--- src/rtl/regfile_pkg.sv ---
// regfile_pkg: default sizes and packed-bus slice helper for the register file
package regfile_pkg;
  localparam int DATA_WIDTH = 32;
  localparam int ADDR_WIDTH = 5;
  localparam int READ_PORTS = 2;
  localparam int MAX_BUS = 256;
  function automatic logic [MAX_BUS-1:0] sliceOf(input logic [MAX_BUS-1:0] packedBus, input int p, input int w);
    return (packedBus >> (p * w)) & ((MAX_BUS'(1) << w) - MAX_BUS'(1));
  endfunction
endpackage

--- src/rtl/regfile_mp_if.sv ---
// regfile_mp_if: decode/writeback bus of the multi-port register file
interface regfile_mp_if #(
  parameter int DATA_WIDTH = regfile_pkg::DATA_WIDTH,
  parameter int ADDR_WIDTH = regfile_pkg::ADDR_WIDTH,
  parameter int READ_PORTS = regfile_pkg::READ_PORTS
);
  logic [READ_PORTS*ADDR_WIDTH-1:0] rd_addr;
  logic [READ_PORTS*DATA_WIDTH-1:0] rd_data;
  logic [READ_PORTS-1:0] rd_busy;
  logic wr_en;
  logic [ADDR_WIDTH-1:0] wr_addr;
  logic [DATA_WIDTH-1:0] wr_data;
  logic rsv_en;
  logic [ADDR_WIDTH-1:0] rsv_addr;
  logic wb_err;
  logic err_clr;
  modport master(output rd_addr, wr_en, wr_addr, wr_data, rsv_en, rsv_addr, err_clr, input rd_data, rd_busy, wb_err);
  modport slave(input rd_addr, wr_en, wr_addr, wr_data, rsv_en, rsv_addr, err_clr, output rd_data, rd_busy, wb_err);
endinterface

--- src/rtl/regfile_scoreboard.sv ---
// regfile_scoreboard: per-register busy bits and sticky bad-writeback flag
module regfile_scoreboard #(
  parameter int ADDR_WIDTH = regfile_pkg::ADDR_WIDTH,
  parameter bit ZERO_REG = 1'b1
) (
  input  logic clock,
  input  logic reset_n,
  input  logic wrEn,
  input  logic [ADDR_WIDTH-1:0] wrAddr,
  input  logic rsvEn,
  input  logic [ADDR_WIDTH-1:0] rsvAddr,
  input  logic errClr,
  output logic [2**ADDR_WIDTH-1:0] busy,
  output logic wbErr
);
  logic [2**ADDR_WIDTH-1:0] busyNext;
  logic wrValid, rsvValid;
  assign wrValid = wrEn && !(ZERO_REG && wrAddr == '0);
  assign rsvValid = rsvEn && !(ZERO_REG && rsvAddr == '0);
  // Reserve is applied after release so a new producer wins on the same register
  always_comb begin
    busyNext = busy;
    if (wrEn) busyNext[wrAddr] = 1'b0;
    if (rsvValid) busyNext[rsvAddr] = 1'b1;
  end
  always_ff @(posedge clock or negedge reset_n) begin
    if (!reset_n) begin
      busy <= '0;
      wbErr <= 1'b0;
    end else begin
      busy <= busyNext;
      wbErr <= (wrValid && !busy[wrAddr]) || (wbErr && !errClr);
    end
  end
endmodule

--- src/rtl/regfile_mp.sv ---
// regfile_mp: parametrised multi-read-port register file with bypass,
// hardwired zero register and busy scoreboard
module regfile_mp import regfile_pkg::*; #(
  parameter int DATA_WIDTH = regfile_pkg::DATA_WIDTH,
  parameter int ADDR_WIDTH = regfile_pkg::ADDR_WIDTH,
  parameter int READ_PORTS = regfile_pkg::READ_PORTS,
  parameter bit BYPASS = 1'b1,
  parameter bit ZERO_REG = 1'b1
) (
  input logic clock,
  input logic reset_n,
  regfile_mp_if.slave bus
);
  localparam int NUM_REGS = 2**ADDR_WIDTH;
  logic [DATA_WIDTH-1:0] regs [NUM_REGS];
  logic [NUM_REGS-1:0] busy;
  logic wrValid;
  assign wrValid = bus.wr_en && !(ZERO_REG && bus.wr_addr == '0);
  always_ff @(posedge clock or negedge reset_n) begin
    if (!reset_n) regs <= '{default: '0};
    else if (wrValid) regs[bus.wr_addr] <= bus.wr_data;
  end
  regfile_scoreboard #(.ADDR_WIDTH(ADDR_WIDTH), .ZERO_REG(ZERO_REG)) scoreboard (
    .clock(clock),
    .reset_n(reset_n),
    .wrEn(bus.wr_en),
    .wrAddr(bus.wr_addr),
    .rsvEn(bus.rsv_en),
    .rsvAddr(bus.rsv_addr),
    .errClr(bus.err_clr),
    .busy(busy),
    .wbErr(bus.wb_err)
  );
  for (genvar p = 0; p < READ_PORTS; p++) begin : gRead
    logic [ADDR_WIDTH-1:0] addr;
    logic isZero, hit;
    assign addr = ADDR_WIDTH'(sliceOf(MAX_BUS'(bus.rd_addr), p, ADDR_WIDTH));
    assign isZero = ZERO_REG && addr == '0;
    // A same-cycle writeback both forwards its data and hides the stale busy bit
    assign hit = BYPASS && wrValid && bus.wr_addr == addr;
    assign bus.rd_data[p*DATA_WIDTH +: DATA_WIDTH] = isZero ? '0 : hit ? bus.wr_data : regs[addr];
    assign bus.rd_busy[p] = !isZero && !hit && busy[addr];
  end
endmodule

--- src/flat_wrapper.sv ---
// flat-port wrapper written by rule: the top's interface ports become plain ports
module regfile_mp_flat import regfile_pkg::*;
#(
  parameter int DATA_WIDTH = regfile_pkg::DATA_WIDTH,
  parameter int ADDR_WIDTH = regfile_pkg::ADDR_WIDTH,
  parameter int READ_PORTS = regfile_pkg::READ_PORTS,
  parameter bit BYPASS = 1'b1,
  parameter bit ZERO_REG = 1'b1
)
  (clock, reset_n, bus_rd_addr, bus_wr_en, bus_wr_addr, bus_wr_data, bus_rsv_en, bus_rsv_addr, bus_err_clr, bus_rd_data, bus_rd_busy, bus_wb_err);
  regfile_mp_if #(.DATA_WIDTH(DATA_WIDTH), .ADDR_WIDTH(ADDR_WIDTH), .READ_PORTS(READ_PORTS)) bus_i ();
  input logic clock;
  input logic reset_n;
  input wire logic [$bits(bus_i.rd_addr)-1:0] bus_rd_addr;
  input wire logic [$bits(bus_i.wr_en)-1:0] bus_wr_en;
  input wire logic [$bits(bus_i.wr_addr)-1:0] bus_wr_addr;
  input wire logic [$bits(bus_i.wr_data)-1:0] bus_wr_data;
  input wire logic [$bits(bus_i.rsv_en)-1:0] bus_rsv_en;
  input wire logic [$bits(bus_i.rsv_addr)-1:0] bus_rsv_addr;
  input wire logic [$bits(bus_i.err_clr)-1:0] bus_err_clr;
  output wire logic [$bits(bus_i.rd_data)-1:0] bus_rd_data;
  output wire logic [$bits(bus_i.rd_busy)-1:0] bus_rd_busy;
  output wire logic [$bits(bus_i.wb_err)-1:0] bus_wb_err;
  assign bus_i.rd_addr = bus_rd_addr;
  assign bus_i.wr_en = bus_wr_en;
  assign bus_i.wr_addr = bus_wr_addr;
  assign bus_i.wr_data = bus_wr_data;
  assign bus_i.rsv_en = bus_rsv_en;
  assign bus_i.rsv_addr = bus_rsv_addr;
  assign bus_i.err_clr = bus_err_clr;
  assign bus_rd_data = bus_i.rd_data;
  assign bus_rd_busy = bus_i.rd_busy;
  assign bus_wb_err = bus_i.wb_err;
  regfile_mp #(.DATA_WIDTH(DATA_WIDTH), .ADDR_WIDTH(ADDR_WIDTH), .READ_PORTS(READ_PORTS), .BYPASS(BYPASS), .ZERO_REG(ZERO_REG)) u_core (.clock(clock), .reset_n(reset_n), .bus(bus_i));
endmodule
--- config.mk ---
export PLATFORM = sky130hd
export DESIGN_NAME = regfile_mp_flat
export DESIGN_NICKNAME = d
export VERILOG_FILES = /design/src/rtl/regfile_pkg.sv /design/src/rtl/regfile_mp_if.sv /design/src/rtl/regfile_scoreboard.sv /design/src/rtl/regfile_mp.sv /design/src/flat_wrapper.sv
export SDC_FILE = /design/constraint.sdc
export NUM_CORES = 2
export LEC_CHECK = 0
export BUFFER_PORTS_ARGS = -buffer_cell sky130_fd_sc_hd__buf_2
export CORE_UTILIZATION = 45
export DETAILED_ROUTE_END_ITERATION = 10
export HOLD_SLACK_MARGIN = 0.02
export PLACE_DENSITY_LB_ADDON = 0.2
export SETUP_SLACK_MARGIN = 0.2
export SLEW_MARGIN = 20
export SYNTH_ARGS = -nofsm -noshare
export SYNTH_HDL_FRONTEND = slang
export SYNTH_HIERARCHICAL = 1
export SYNTH_SLANG_ARGS = --single-unit
--- constraint.sdc ---
create_clock -name clock -period 3 [get_ports clock]
set_input_delay 0.45 -clock clock [delete_from_list [all_inputs] [get_ports clock]]
set_output_delay 0.45 -clock clock [all_outputs]
set_load 0.005 [all_outputs]
==> flow_summary.yaml <==
worst_setup_path:
  critPathLaunchType: "flop"
  crit_type: "flop to output pin"
  required_ps: 2550
  crit_path_max_fanout: 3
  critPathArrivalTime_ps: 2730
  endpoint_kind: "output pin"
drt:
  routedWlPerCell_um: 32.63
  drtPass1Iterations: 5
  post-route-drc-count: 0
  num_vias: 39870
  detail-route-antenna-nets: 0
  wl_um: 198500
  drt-vias-per-instance: 6.553
  first_iter_violations: 4033
synth:
  synthAdderAreaFrac_pct: 0
  syn_avg_cell_area_um2: 14.39
  synth_mux_area_share_pct: 41.39
  synth_xor_area_share_pct: 0.1524
  synth-edff-count: 0
  postSynth.asyncResetShare_pct: 100.0
  synth_cell_types: 63
  yosys.area_share.simple_pct: 2.176
  syn_area_um2: 57490
  synthCells: 3995
  synth_seq_cells: 1057
  ys.flop_type: "dfrtp_1"
  ys_warn_count: 6
  synth-seq-area-share_pct: 46.01
  synth-compound-area-share_pct: 6.651
  synth_nets: 4052
  synth_top_family_by_area: "multiplexers"
floorplanning:
  fp.dieH_um: 359.4
  coreArea_um2: 126200
  pin_count: 124
  rows: 130
  die_area_um2: 129200
  initial_core_util_pct: 45.55
  dieWidth_um: 359.4
pwr:
  leakagePower_nw: 30.84
  power_mw: 43.83
  power.density_nw_per_um2: 627.4
  vdd_ir_drop_max_mv: 0.4586
sta:
  layout_setup_ws_ps: -176.3
  fin_crit_sh_pct: 105.9
  fmax_mhz: 314.8
  setup_viol: 29
  post-route-min-period_ps: 3176
  skew_ps: 6.944
  whs_ps: 106.2
  hold_viol_final: 0
  worst-slew-pin-transition_ps: 962.0
  relSlewSlack_pct: 35.87
  rsz0062_at_grt: "true"
  final_max_slew_viol_count: 0
global_routing:
  grt_pass1_vias: 40460
  grt_max_degree: 84
  grtUsageTotal_pct: 30.62
  grt_pass1_wl_um: 291300
  antenna_found_initial: 8
  grt_overflow: 0
run_status:
  status: "finished with violations"
  violations: "setup timing"
final_layout:
  nets: 4389
  fill_cells: 10210
  final_core_util_pct: 55.35
  areaGrowthSynthToFinish_pct: 21.53
  drive_gt1_share_pct: 45.48
clocking:
  cts-root-to-sink-buffers: 3
  numCtsBuffers: 118
  htree_levels: 3
  cts_tree: "built"
  clk_pin_slew_ps: 60
  cts.sinks: 1057
  root_buffer: "clkbuf_16"
  clk_latency_ps: 740
run:
  drv_cap: 0
placed_design:
  dp_hpwl_um: 123600
  gp_congestion: 0.8668
  port_buffers: 123
min_path:
  hp-class: "input pin to flop"
[synth_stat cells (all sizes together) (31+ instances only)]
master	number	area share [%]
a22oi	44	0.57
a211oi	82	1.1
nor2b	31	0.34
nor2	52	0.34
mux2	998	20
a221oi	97	1.5
mux4	421	16
a21oi	51	0.44
o21ai	95	0.83
clkbuf	258	1.7
dfrtp	1057	46
a221o	58	1.0
mux2i	307	5.3
buf	191	1.9
[cell families after synthesis]
| group | after synthesis |
|---|---|
| AO/OA/AOI/OAI | 516 |
| XOR/XNOR | 10 |
| buffers and inverters | 457 |
| flip-flops | 1057 |
| multiplexers | 1726 |
| AND/OR/NAND/NOR | 229 |
[registers in the layout, summed over array words and instances (netlist names)]
register and cells:
u_core/regs 1024, u_core/scoreboard/busy 32, u_core/scoreboard/wbErr 1
[layout make-up]
cell class | instances | area (µm²) | area share, %
Multi-Input combinational cell | 2481 | 30380 | 43.49
Sequential cell | 1057 | 26450 | 37.86
Timing Repair Buffer | 666 | 6978 | 9.988
Clock buffer | 170 | 3450 | 4.938
Tap cell | 1650 | 2064 | 2.955
Clock inverter | 46 | 486.7 | 0.6967
Inverter | 8 | 37.54 | 0.05373
Antenna cell | 6 | 15.01 | 0.02149
[metal layers]
layer / global-route usage [%] / wire length [µm]
met1: 42.85 / 82910
met2: 47.64 / 92610
met3: 5.931 / 16060
met4: 10.81 / 6916
met5: 0 / 40
[critical path, cell delays in order, from the launching register on]
cell and delay [ps]:
dfrtp_1 390, mux4_2 480, mux4_2 510, a221o_2 430
buf_2 160
[final timing paths]
check / startpoint / endpoint / slack, ps / cells after the start
max reg2reg: u_core/scoreboard/busy[11] / u_core/scoreboard/wbErr / 1350 / 4
min in group asynchronous: reset_n / u_core/regs[518] / 260 / 2
max: u_core/regs[654] / bus_rd_data[46] / -180 / 4
min reg2reg: u_core/regs[1013] / u_core/regs[1013] / 400 / 0
max in group asynchronous: reset_n / u_core/regs[192] / 1660 / 3
min: bus_rsv_addr[4] / u_core/scoreboard/busy[16] / 110 / 3
[layout by cell type, fill, tap and decap left out, types with 40 or more instances in the layout]
master	instances
buf_6	57
a221oi_1	84
mux2i_1	294
buf_12	134
dfrtp_1	1057
a211oi_2	56
mux2_1	505
mux4_2	420
buf_2	94
o21ai_0	70
a221o_1	55
buf_4	359
mux2_2	491
clkbuf_16	126
a21oi_1	40
[metrics by stage]
| stage | std cells | setup TNS [ps] | instance area [µm²] | worst slack, ps |
|---|---|---|---|---|
| 2_1_floorplan | 3995 | 0 | 57490 | 296.7 |
| 3_3_place_gp | 5764 | -6009 | 63430 | -340.1 |
| 3_5_place_dp | 5764 | -5672 | 63430 | -334.7 |
| 4_1_cts | 6048 | -3378 | 68950 | -209.4 |
| 5_1_grt | 6080 | -4302 | 69850 | -240.0 |
| 6_report | 6084 | -2043 | 69860 | -176.3 |
[timing repair]
| action | in CTS | in global routing |
|---|---|---|
| hold buffers | 2 | 0 |
| setup buffers | 64 | 23 |
| setup endpoints to repair | 66 | 66 |
| cloned | 2 | 7 |
| resized for setup | 193 | 107 |
| pin swaps | 144 | 50 |
| endpoints found under the hold margin | 44 | 0 |
[where the power goes]
| part | switching, mW | total (mW) | internal, mW | leakage (nW) |
|---|---|---|---|---|
| clock network | 6.25 | 14.9 | 8.63 | 1.94 |
| logic | 4.15 | 9.90 | 5.75 | 15.4 |
| registers | 2.06 | 19.1 | 17.0 | 13.5 |
| total | 12.5 | 43.8 | 31.4 | 30.8 |
Note: power is estimated with default switching activity, not from simulation.
